`src/rtl/rs_dvbt_pkg.sv`:
```
// Shared constants and types for the DVB-T RS(204,188) front end.
package rs_dvbt_pkg;

  localparam int CW_LEN = 204;
  localparam int K_LEN  = 188;
  localparam int IDX_W  = 8;
  localparam int DROP_W = 16;

  localparam logic [7:0] SYNC_BYTE = 8'h47;
  localparam logic [7:0] SYNC_INV  = 8'hB8;

  typedef enum logic [1:0] {
    HUNT   = 2'd0,
    VERIFY = 2'd1,
    LOCKED = 2'd2
  } sync_state_e;

  typedef struct packed {
    logic             valid;
    logic [7:0]       data;
    logic [IDX_W-1:0] idx;
    logic             sop;
    logic             eop;
    logic             inv_sync;
  } cw_beat_t;

  function automatic logic is_sync(input logic [7:0] b);
    return (b == SYNC_BYTE) || (b == SYNC_INV);
  endfunction

endpackage

```
`src/rtl/rs_cw_counter.sv`:
```
// Modulo-N byte position counter with load; flags first and last position.
module rs_cw_counter
  import rs_dvbt_pkg::*;
#(
  parameter int N_BYTES = 204
) (
  input  logic             Clk,
  input  logic             Reset,
  input  logic             i_adv,
  input  logic             i_load,
  input  logic [IDX_W-1:0] i_load_val,
  output logic [IDX_W-1:0] o_idx,
  output logic             o_idx0,
  output logic             o_last
);

  localparam logic [IDX_W-1:0] LAST = IDX_W'(N_BYTES - 1);

  logic [IDX_W-1:0] r_idx;

  always_ff @(posedge Clk) begin
    if (Reset)       r_idx <= '0;
    else if (i_load) r_idx <= i_load_val;
    else if (i_adv)  r_idx <= (r_idx == LAST) ? '0 : r_idx + 1'b1;
  end

  assign o_idx  = r_idx;
  assign o_idx0 = (r_idx == '0);
  assign o_last = (r_idx == LAST);

endmodule

```
`src/rtl/rs_frame_ctrl.sv`:
```
// Sync-byte framer: hunts/verifies/locks on codeword sync bytes and forwards
// whole codewords to the RS decoder when it is ready at the codeword start.
module rs_frame_ctrl #(
  parameter int CW_LEN     = rs_dvbt_pkg::CW_LEN,
  parameter int LOCK_CNT   = 3,
  parameter int UNLOCK_CNT = 3
) (
  input  logic                           Clk,
  input  logic                           Reset,
  input  logic                           in_valid,
  input  logic [7:0]                     in_data,
  input  logic                           dec_ready,
  output logic                           out_valid,
  output logic [7:0]                     out_data,
  output logic [rs_dvbt_pkg::IDX_W-1:0]  out_idx,
  output logic                           out_sop,
  output logic                           out_eop,
  output logic                           out_inv_sync,
  output logic                           locked,
  output logic [rs_dvbt_pkg::DROP_W-1:0] drop_cnt
);
  import rs_dvbt_pkg::*;

  localparam logic [7:0]       LOCK_N   = 8'(LOCK_CNT);
  localparam logic [7:0]       UNLOCK_N = 8'(UNLOCK_CNT);
  localparam logic [IDX_W-1:0] LOAD_IDX = (CW_LEN > 1) ? IDX_W'(1) : '0;

  sync_state_e       r_state, w_state_nxt;
  logic [7:0]        r_good, w_good_nxt;
  logic [7:0]        r_miss, w_miss_nxt;
  logic              r_admit;
  logic              r_locked;
  logic [DROP_W-1:0] r_drop;
  cw_beat_t          r_beat, w_beat;

  logic [IDX_W-1:0]  w_idx;
  logic              w_idx0, w_last;
  logic              w_sync_ok, w_hunting, w_load, w_adv, w_cw_start, w_fwd;

  assign w_sync_ok  = is_sync(in_data);
  // An admitted codeword runs to completion after lock loss; the hunt only
  // starts once its tail has been forwarded.
  assign w_hunting  = (r_state == HUNT) && !r_admit;
  assign w_adv      = in_valid && !w_hunting;
  assign w_cw_start = in_valid && w_idx0 && (r_state == LOCKED);
  assign w_fwd      = in_valid && (w_idx0 ? ((r_state == LOCKED) && dec_ready) : r_admit);

  rs_cw_counter #(.N_BYTES(CW_LEN)) u_cnt (
    .Clk        (Clk),
    .Reset      (Reset),
    .i_adv      (w_adv),
    .i_load     (w_load),
    .i_load_val (LOAD_IDX),
    .o_idx      (w_idx),
    .o_idx0     (w_idx0),
    .o_last     (w_last)
  );

  always_ff @(posedge Clk) begin
    if (Reset) begin
      r_state <= HUNT;
      r_good  <= '0;
      r_miss  <= '0;
    end else begin
      r_state <= w_state_nxt;
      r_good  <= w_good_nxt;
      r_miss  <= w_miss_nxt;
    end
  end

  always_comb begin
    w_state_nxt = r_state;
    w_good_nxt  = r_good;
    w_miss_nxt  = r_miss;
    w_load      = 1'b0;
    unique case (r_state)
      HUNT: begin
        if (in_valid && w_hunting && w_sync_ok) begin
          w_load      = 1'b1;
          w_good_nxt  = 8'd1;
          w_miss_nxt  = '0;
          w_state_nxt = (LOCK_N <= 8'd1) ? LOCKED : VERIFY;
        end
      end
      VERIFY: begin
        if (in_valid && w_idx0) begin
          if (w_sync_ok) begin
            w_good_nxt = r_good + 8'd1;
            if (w_good_nxt >= LOCK_N) begin
              w_state_nxt = LOCKED;
              w_miss_nxt  = '0;
            end
          end else begin
            w_state_nxt = HUNT;
            w_good_nxt  = '0;
          end
        end
      end
      LOCKED: begin
        if (in_valid && w_idx0) begin
          if (w_sync_ok) begin
            w_miss_nxt = '0;
          end else begin
            w_miss_nxt = r_miss + 8'd1;
            if (w_miss_nxt >= UNLOCK_N) begin
              w_state_nxt = HUNT;
              w_miss_nxt  = '0;
              w_good_nxt  = '0;
            end
          end
        end
      end
      default: w_state_nxt = HUNT;
    endcase
  end

  // Admission is latched at idx 0 and held until the last byte, so dec_ready
  // changes mid-codeword neither abort nor start a codeword.
  always_ff @(posedge Clk) begin
    if (Reset)         r_admit <= 1'b0;
    else if (in_valid) r_admit <= w_fwd && !w_last;
  end

  always_ff @(posedge Clk) begin
    if (Reset)
      r_drop <= '0;
    else if (w_cw_start && !dec_ready && (r_drop != {DROP_W{1'b1}}))
      r_drop <= r_drop + 1'b1;
  end

  always_ff @(posedge Clk) begin
    if (Reset) r_locked <= 1'b0;
    else       r_locked <= (r_state == LOCKED);
  end

  always_comb begin
    w_beat          = r_beat;
    w_beat.valid    = w_fwd;
    w_beat.sop      = w_fwd && w_idx0;
    w_beat.eop      = w_fwd && w_last;
    w_beat.inv_sync = w_fwd && w_idx0 && (in_data == SYNC_INV);
    if (w_fwd) begin
      w_beat.data = in_data;
      w_beat.idx  = w_idx;
    end
  end

  always_ff @(posedge Clk) begin
    if (Reset) r_beat <= '0;
    else       r_beat <= w_beat;
  end

  assign out_valid    = r_beat.valid;
  assign out_data     = r_beat.data;
  assign out_idx      = r_beat.idx;
  assign out_sop      = r_beat.sop;
  assign out_eop      = r_beat.eop;
  assign out_inv_sync = r_beat.inv_sync;
  assign locked       = r_locked;
  assign drop_cnt     = r_drop;

endmodule
```
`config.mk`:
```
export PLATFORM = sky130hd
export DESIGN_NAME = rs_frame_ctrl
export DESIGN_NICKNAME = d
export VERILOG_FILES = /design/src/rtl/rs_dvbt_pkg.sv /design/src/rtl/rs_cw_counter.sv /design/src/rtl/rs_frame_ctrl.sv
export SDC_FILE = /design/constraint.sdc
export NUM_CORES = 1
export LEC_CHECK = 0
export BUFFER_PORTS_ARGS = -buffer_cell sky130_fd_sc_hd__buf_2
export CAP_MARGIN = 20
export CELL_PAD_IN_SITES_DETAIL_PLACEMENT = 1
export CELL_PAD_IN_SITES_GLOBAL_PLACEMENT = 1
export CORE_UTILIZATION = 46
export DETAILED_ROUTE_END_ITERATION = 12
export PLACE_DENSITY_LB_ADDON = 0.1
export SLEW_MARGIN = 10
export SYNTH_ARGS = -nofsm -noshare
export SYNTH_HDL_FRONTEND = slang
export SYNTH_HIERARCHICAL = 1
export SYNTH_SLANG_ARGS = --single-unit
```
`constraint.sdc`:
```
create_clock -name Clk -period 4.2 [get_ports Clk]
set_input_delay 0.42 -clock Clk [delete_from_list [all_inputs] [get_ports Clk]]
set_output_delay 0.42 -clock Clk [all_outputs]
set_load 0.01 [all_outputs]
```
# After elaboration in Yosys (flattened, before gate mapping)
# Cells that the tools add are included.
[word_totals]
register_bits = 64
in_bits = 12
out_inout_bits = 37
elab_cells = 90
[op_classes]
add_sub_neg = 4
order_cmp = 2
eq_ne = 14
muxes = 29
n_reduce_logical = 27
[op_table]
columns = ["cell", "count"]
rows = [
  ["$mux W8", 14],
  ["$pmux W8 S3", 2],
  ["$add A8 B1 Y8 const B", 3],
  ["$reduce_and A6 Y1", 3],
  ["$add A16 B1 Y16 const B", 1],
  ["$eq A8 B8 Y1 const B", 2],
  ["$ge A8 B2 Y1 const B", 2],
  ["$ne A16 B16 Y1 const B", 1],
  ["$logic_and A1 B1 Y1", 14],
  ["$mux W2", 7],
  ["$eq A8 B7 Y1 const B", 1],
  ["$logic_not A8 Y1", 1],
  ["$ne A2 B2 Y1 const B", 4],
  ["$ne A2 B1 Y1 const B", 3],
  ["$pmux W2 S3", 1],
  ["$mux W1", 5],
  ["$logic_not A1 Y1", 4],
  ["$ne A3 B3 Y1 const B", 1],
  ["$reduce_bool A3 Y1", 1],
  ["$eq A2 B1 Y1 const B", 1],
  ["$eq A2 B2 Y1 const B", 1],
  ["$logic_not A2 Y1", 1],
  ["$reduce_bool A2 Y1", 1],
  ["$reduce_or A2 Y1", 1],
  ["$logic_or A1 B1 Y1", 1],
]

# Logic depth before layout (Yosys ltp)
[depth]
ltp_word = 7
depth_mapped = 10
ltp_nobuf = 9

# Cells and area by module
# Netlist, hierarchy kept.
[by_module_without_submodules]
columns = ["mod", "n_inst", "cells_per_inst", "area_each_um2", "seq_area_each_um2"]
rows = [
  ["rs_frame_ctrl", 1, 288, 2593.7, 1121.1],
  ["rs_cw_counter", 1, 65, 539.3, 160.2],
]

# Least setup slack after synthesis
# Ideal clock, no wire load.
[synth_timing]
path_kind = "flip-flop to flip-flop"
from = "register u_cnt.r_idx[0] (netlist: u_cnt/o_idx[0])"
to = "register r_beat, in the netlist out_data[7]"
setup_ns = 0.128
t_arrival_ns = 2.551
required_ns = 4.072
path_slack_ns = 1.521
path_stages_with_launch = 10
path_buffers = 1
synth_period_minus_slack_ns = 2.679
cell_sequence = "dfxtp_1 inv_1 ha_1 or4b_1 nor4_1 o21ai_0 nand2_1 clkbuf_1 mux2i_1 nor2_1"
[synth_between]
elab_chain_cells = 3
[synth_rtl]
columns = ["item", "line_no", "rtl"]
rows = [
  ["start: declaration", "rs_cw_counter.sv:19", "logic [IDX_W-1:0] r_idx;"],
  ["start signal: assignment", "rs_cw_counter.sv:23", "else if (i_load) r_idx <= i_load_val;"],
  ["start signal: assignment", "rs_cw_counter.sv:24", "else if (i_adv) r_idx <= (r_idx == LAST) ? '0 : r_idx + 1'b1;"],
  ["$logic_not A8 Y1", "rs_cw_counter.sv:28", "assign o_idx0 = (r_idx == '0);"],
  ["net w_idx0", "rs_frame_ctrl.sv:37", "logic w_idx0, w_last;"],
  ["$mux W1", "rs_frame_ctrl.sv:46", "assign w_fwd = in_valid && (w_idx0 ? ((r_state == LOCKED) && dec_ready) : r_admit);"],
  ["$logic_and A1 B1 Y1", "rs_frame_ctrl.sv:46", ""],
  ["end signal: assignment", "rs_frame_ctrl.sv:150", "else r_beat <= w_beat;"],
  ["end: declaration", "rs_frame_ctrl.sv:34", "cw_beat_t r_beat, w_beat;"],
]
# The timed path passes the listed nets, and every way through them passes these cells.
# A chain may end at the register's enable or synchronous reset.

# Final worst setup path
[layout_timing]
from = "register u_cnt.r_idx[0] (netlist: u_cnt/o_idx[0])"
to = "register r_good[5]"
[layout_between]
elab_chain_cells = 4
word_cells_on_any_way = 5
classes_between = "2 x eq/ne; 3 x reduce/logical"
[layout_rtl]
columns = ["item", "line_no", "rtl"]
rows = [
  ["$logic_not A8 Y1 *", "rs_cw_counter.sv:28", ""],
  ["net w_idx0", "rs_frame_ctrl.sv:37", ""],
  ["$logic_and A1 B1 Y1 *", "rs_frame_ctrl.sv:86, rs_frame_ctrl.sv:100", ""],
  ["$ne A2 B2 Y1 (no source line) / $ne A2 B1 Y1 (equally long branches)", "-", ""],
  ["$reduce_and A6 Y1 (no source line) *", "-", ""],
  ["end signal: assignment", "rs_frame_ctrl.sv:66", "r_good <= w_good_nxt;"],
  ["end: declaration", "rs_frame_ctrl.sv:29", "logic [7:0] r_good, w_good_nxt;"],
]
# Mark *: on every way through the listed nets, which the timed path passes. The rest lies on a longest branch.

==> reports/qor.csv <==
stage,metric,value,unit
logic_synthesis,synthArstFlopShare,0,
outcome,status,"complete, but fails checks",
sta,max_freq,0.339,GHz
drt,totalWireLength,7530,um
placed_design,placed_area,3460,um2
final_layout,diodes,0,
final_layout,layout_commonest_cell,dfxtp_1,
placed_design,dp_hpwl,5280,um
floorplan,rows,29,
drt,drc,2,
sta,setup-tns-final,0,ns
sta,fin_crit_sh,0.703,
worst_hold_path,whs_path_depth,3,
worst_setup_path,worstPathRequired,4.48,ns
floorplan,num_io_pins,49,
sta,period_needed,2.95,ns
global_route,antenna_found_initial,0,
logic_synthesis,synth.top_cell.area_share,0.409,
sta,finClkSkew,0.00761,ns
final_layout,final_cell_mix,"dfxtp_1 (64), buf_2 (48), nor2_1 (43)",
clock_tree,root_buffer,clkbuf_8,
logic_synthesis,yosysWarnings,6,
sta,setup_ws,1.25,ns
placed_design,placed_cells,475,
logic_synthesis,syn_area,3130,um2
drt,drt_iter0_drc,100,
logic_synthesis,ys_types,53,
worst_hold_path,worstHoldPathType,primary input to register,
final_layout,drive_gt1_frac,0.193,
sta,hold_viol_final,0,
worst_setup_path,crit_type,register to register,
sta,slew_headroom,0.362,
final_layout,final_area,3660,um2
pwr,max-vdd-ir-drop,238,uV
logic_synthesis,avgSynthCellArea,8.88,um2
clock_tree,cts_tree,yes,
clock_tree,clock_latency,0.35,ns
sta,report.final.slew_viol_count,0,
clock_tree,cts.reportedPaths.clkPinSlew,0.08,ns
final_layout,multiInputGateArea,1750,um2
sta,whs,0.330,ns
logic_synthesis,seq_area_frac_synth,0.409,
drt,num_vias,2735,
logic_synthesis,synth_area_leaders,"dfxtp_1 (41%), mux2i_1 (6.4%), nor2_1 (5.2%)",
global_route,grt_pass1_vias,2771,
floorplan,die_x,84.5,um
global_route,grt_overflow,0,
clock_tree,htree_num_levels,3,
clock_tree,post-cts-setup-buffers,0,
pwr,leakage,1.65,nW
clock_tree,cts_max_path_buffers,2,
placed_design,gp_congestion,0.788,
logic_synthesis,synth_cells,353,
worst_setup_path,worstPathMaxFanout,12,
sta,tightestPinTransition,0.954,ns
drt,dr.pass1.iters,8,
worst_setup_path,critPathLaunchType,register,
final_layout,seq_area,1280,um2
sta,setup_viol,0,
placed_design,preCtsSetupSlack,1.07,ns
floorplan,start_util,0.485,
placed_design,io_buffers,48,
floorplan,core_area,6460,um2
worst_setup_path,r2r_cells,11,
clock_tree,cts_buffers,9,
floorplan,dieArea,7150,um2
global_route,grt.total_usage,0.233,
floorplan,die_h,84.5,um
final_layout,syn_to_final_growth,17.0,%
logic_synthesis,synth_area_leader_cell,dfxtp_1,
drt,viasPerCell,5.56,
pwr,power,1.23,mW
global_route,grt_start_max_net_pins,47,
worst_setup_path,arrival,3.23,ns
drt,ant_nets,0,
run,drv_cap,0,
clock_tree,cts_hold_buf,0,
clock_tree,cts_sinks,64,
logic_synthesis,synth_edf_count,0,
logic_synthesis,ys_ff_latch,64,
global_route,grt_pass1_wl,13300,um
final_layout,final_util,0.567,
final_layout,final_cells,492,
clock_tree,cts_resized,0,
worst_setup_path,crit_path_end_kind,register,
outcome,violations,DRC,
sta,rsz0062_at_grt,no,
drt,wl_per_cell,15.3,um
final_layout,nFillCells,780,
logic_synthesis,ys.flop_type,dfxtp_1,
pwr,power_density,337,nW/um2
final_layout,nNetsFinal,433,
-- where the power goes --
part	internal [mW]	total, mW	switching (mW)
Clock	0.273	0.528	0.255
Combinational	0.0322	0.0865	0.0543
Sequential	0.612	0.620	0.00840
-- per-layer routing --
metal / vias up / track usage / wire length, um
met1: 1318 / 0.290 / 3440
met4: 0 / 0.0786 / 97
li1: 1356 / - / -
met2: 51 / 0.392 / 3660
met5: - / 0 / 0
met3: 10 / 0.0590 / 339
-- cell usage after synthesis, drive strengths merged, types with 4 or more instances --
cell	n
mux2i	20
xor2	16
and3	6
or4	8
xnor2	4
nand4	8
dfxtp	64
ha	11
nand2b	6
nor4	6
nor3	8
inv	16
a211oi	5
nand2	13
o21ai	13
nor2	43
nand4b	4
buf	4
nor2b	6
a21oi	20
and2	8
nand3	21
clkbuf	9
-- cell families (layout without fill, tap and decap cells) --
group                      Yosys count  after routing  synth area share
buffers and inverters               29             85            0.0387
AOI/OAI and AO/OA                   59             59             0.124
and+or+nand+nor                    148            148             0.262
adders and majority gates           11             11            0.0439
xor gates and xnor gates            20             20            0.0559
muxes                               20             20            0.0639
DFF                                 64             64             0.409
other                                2              8           0.00240
-- worst paths after layout --
kind	start	end	slack (ns)
worst max-delay path	u_cnt/o_idx[0]	r_good[5]	1.25
worst min-delay path	in_data[3]	out_data[3]	0.33
worst max register to register	u_cnt/o_idx[0]	r_good[5]	1.25
worst min register to register	r_good[7]	r_good[7]	0.49
-- sequential cells by signal (all words and copies together), names as in the netlist --
name and count:
out_valid 1, locked 1, out_inv_sync 1, r_admit 1
drop_cnt 16, r_good 8, out_sop 1, r_miss 8
u_cnt/o_idx 8, r_state 2, out_data 8, out_idx 8
out_eop 1
-- worst max-delay path, cell delays in order, from the launching register on --
cell and delay, ns:
dfxtp_1 0.35, inv_1 0.09, ha_1 0.15, or4b_1 0.42, nor4_1 0.24, buf_4 0.20
a21o_1 0.15, nor2b_1 0.13, o2111ai_1 0.21, buf_4 0.26, or4b_1 0.52, a21oi_1 0.15
-- cell type report --
| type | count | area share |
|---|---|---|
| tap | 77 | 0.0263 |
| clock buffer | 9 | 0.0338 |
| multi-input combinational | 266 | 0.478 |
| sequential | 64 | 0.350 |
| clock inverter | 7 | 0.0198 |
| timing repair buffer | 53 | 0.0758 |
| inverter | 16 | 0.0164 |
(Power assumes the default switching activity.)
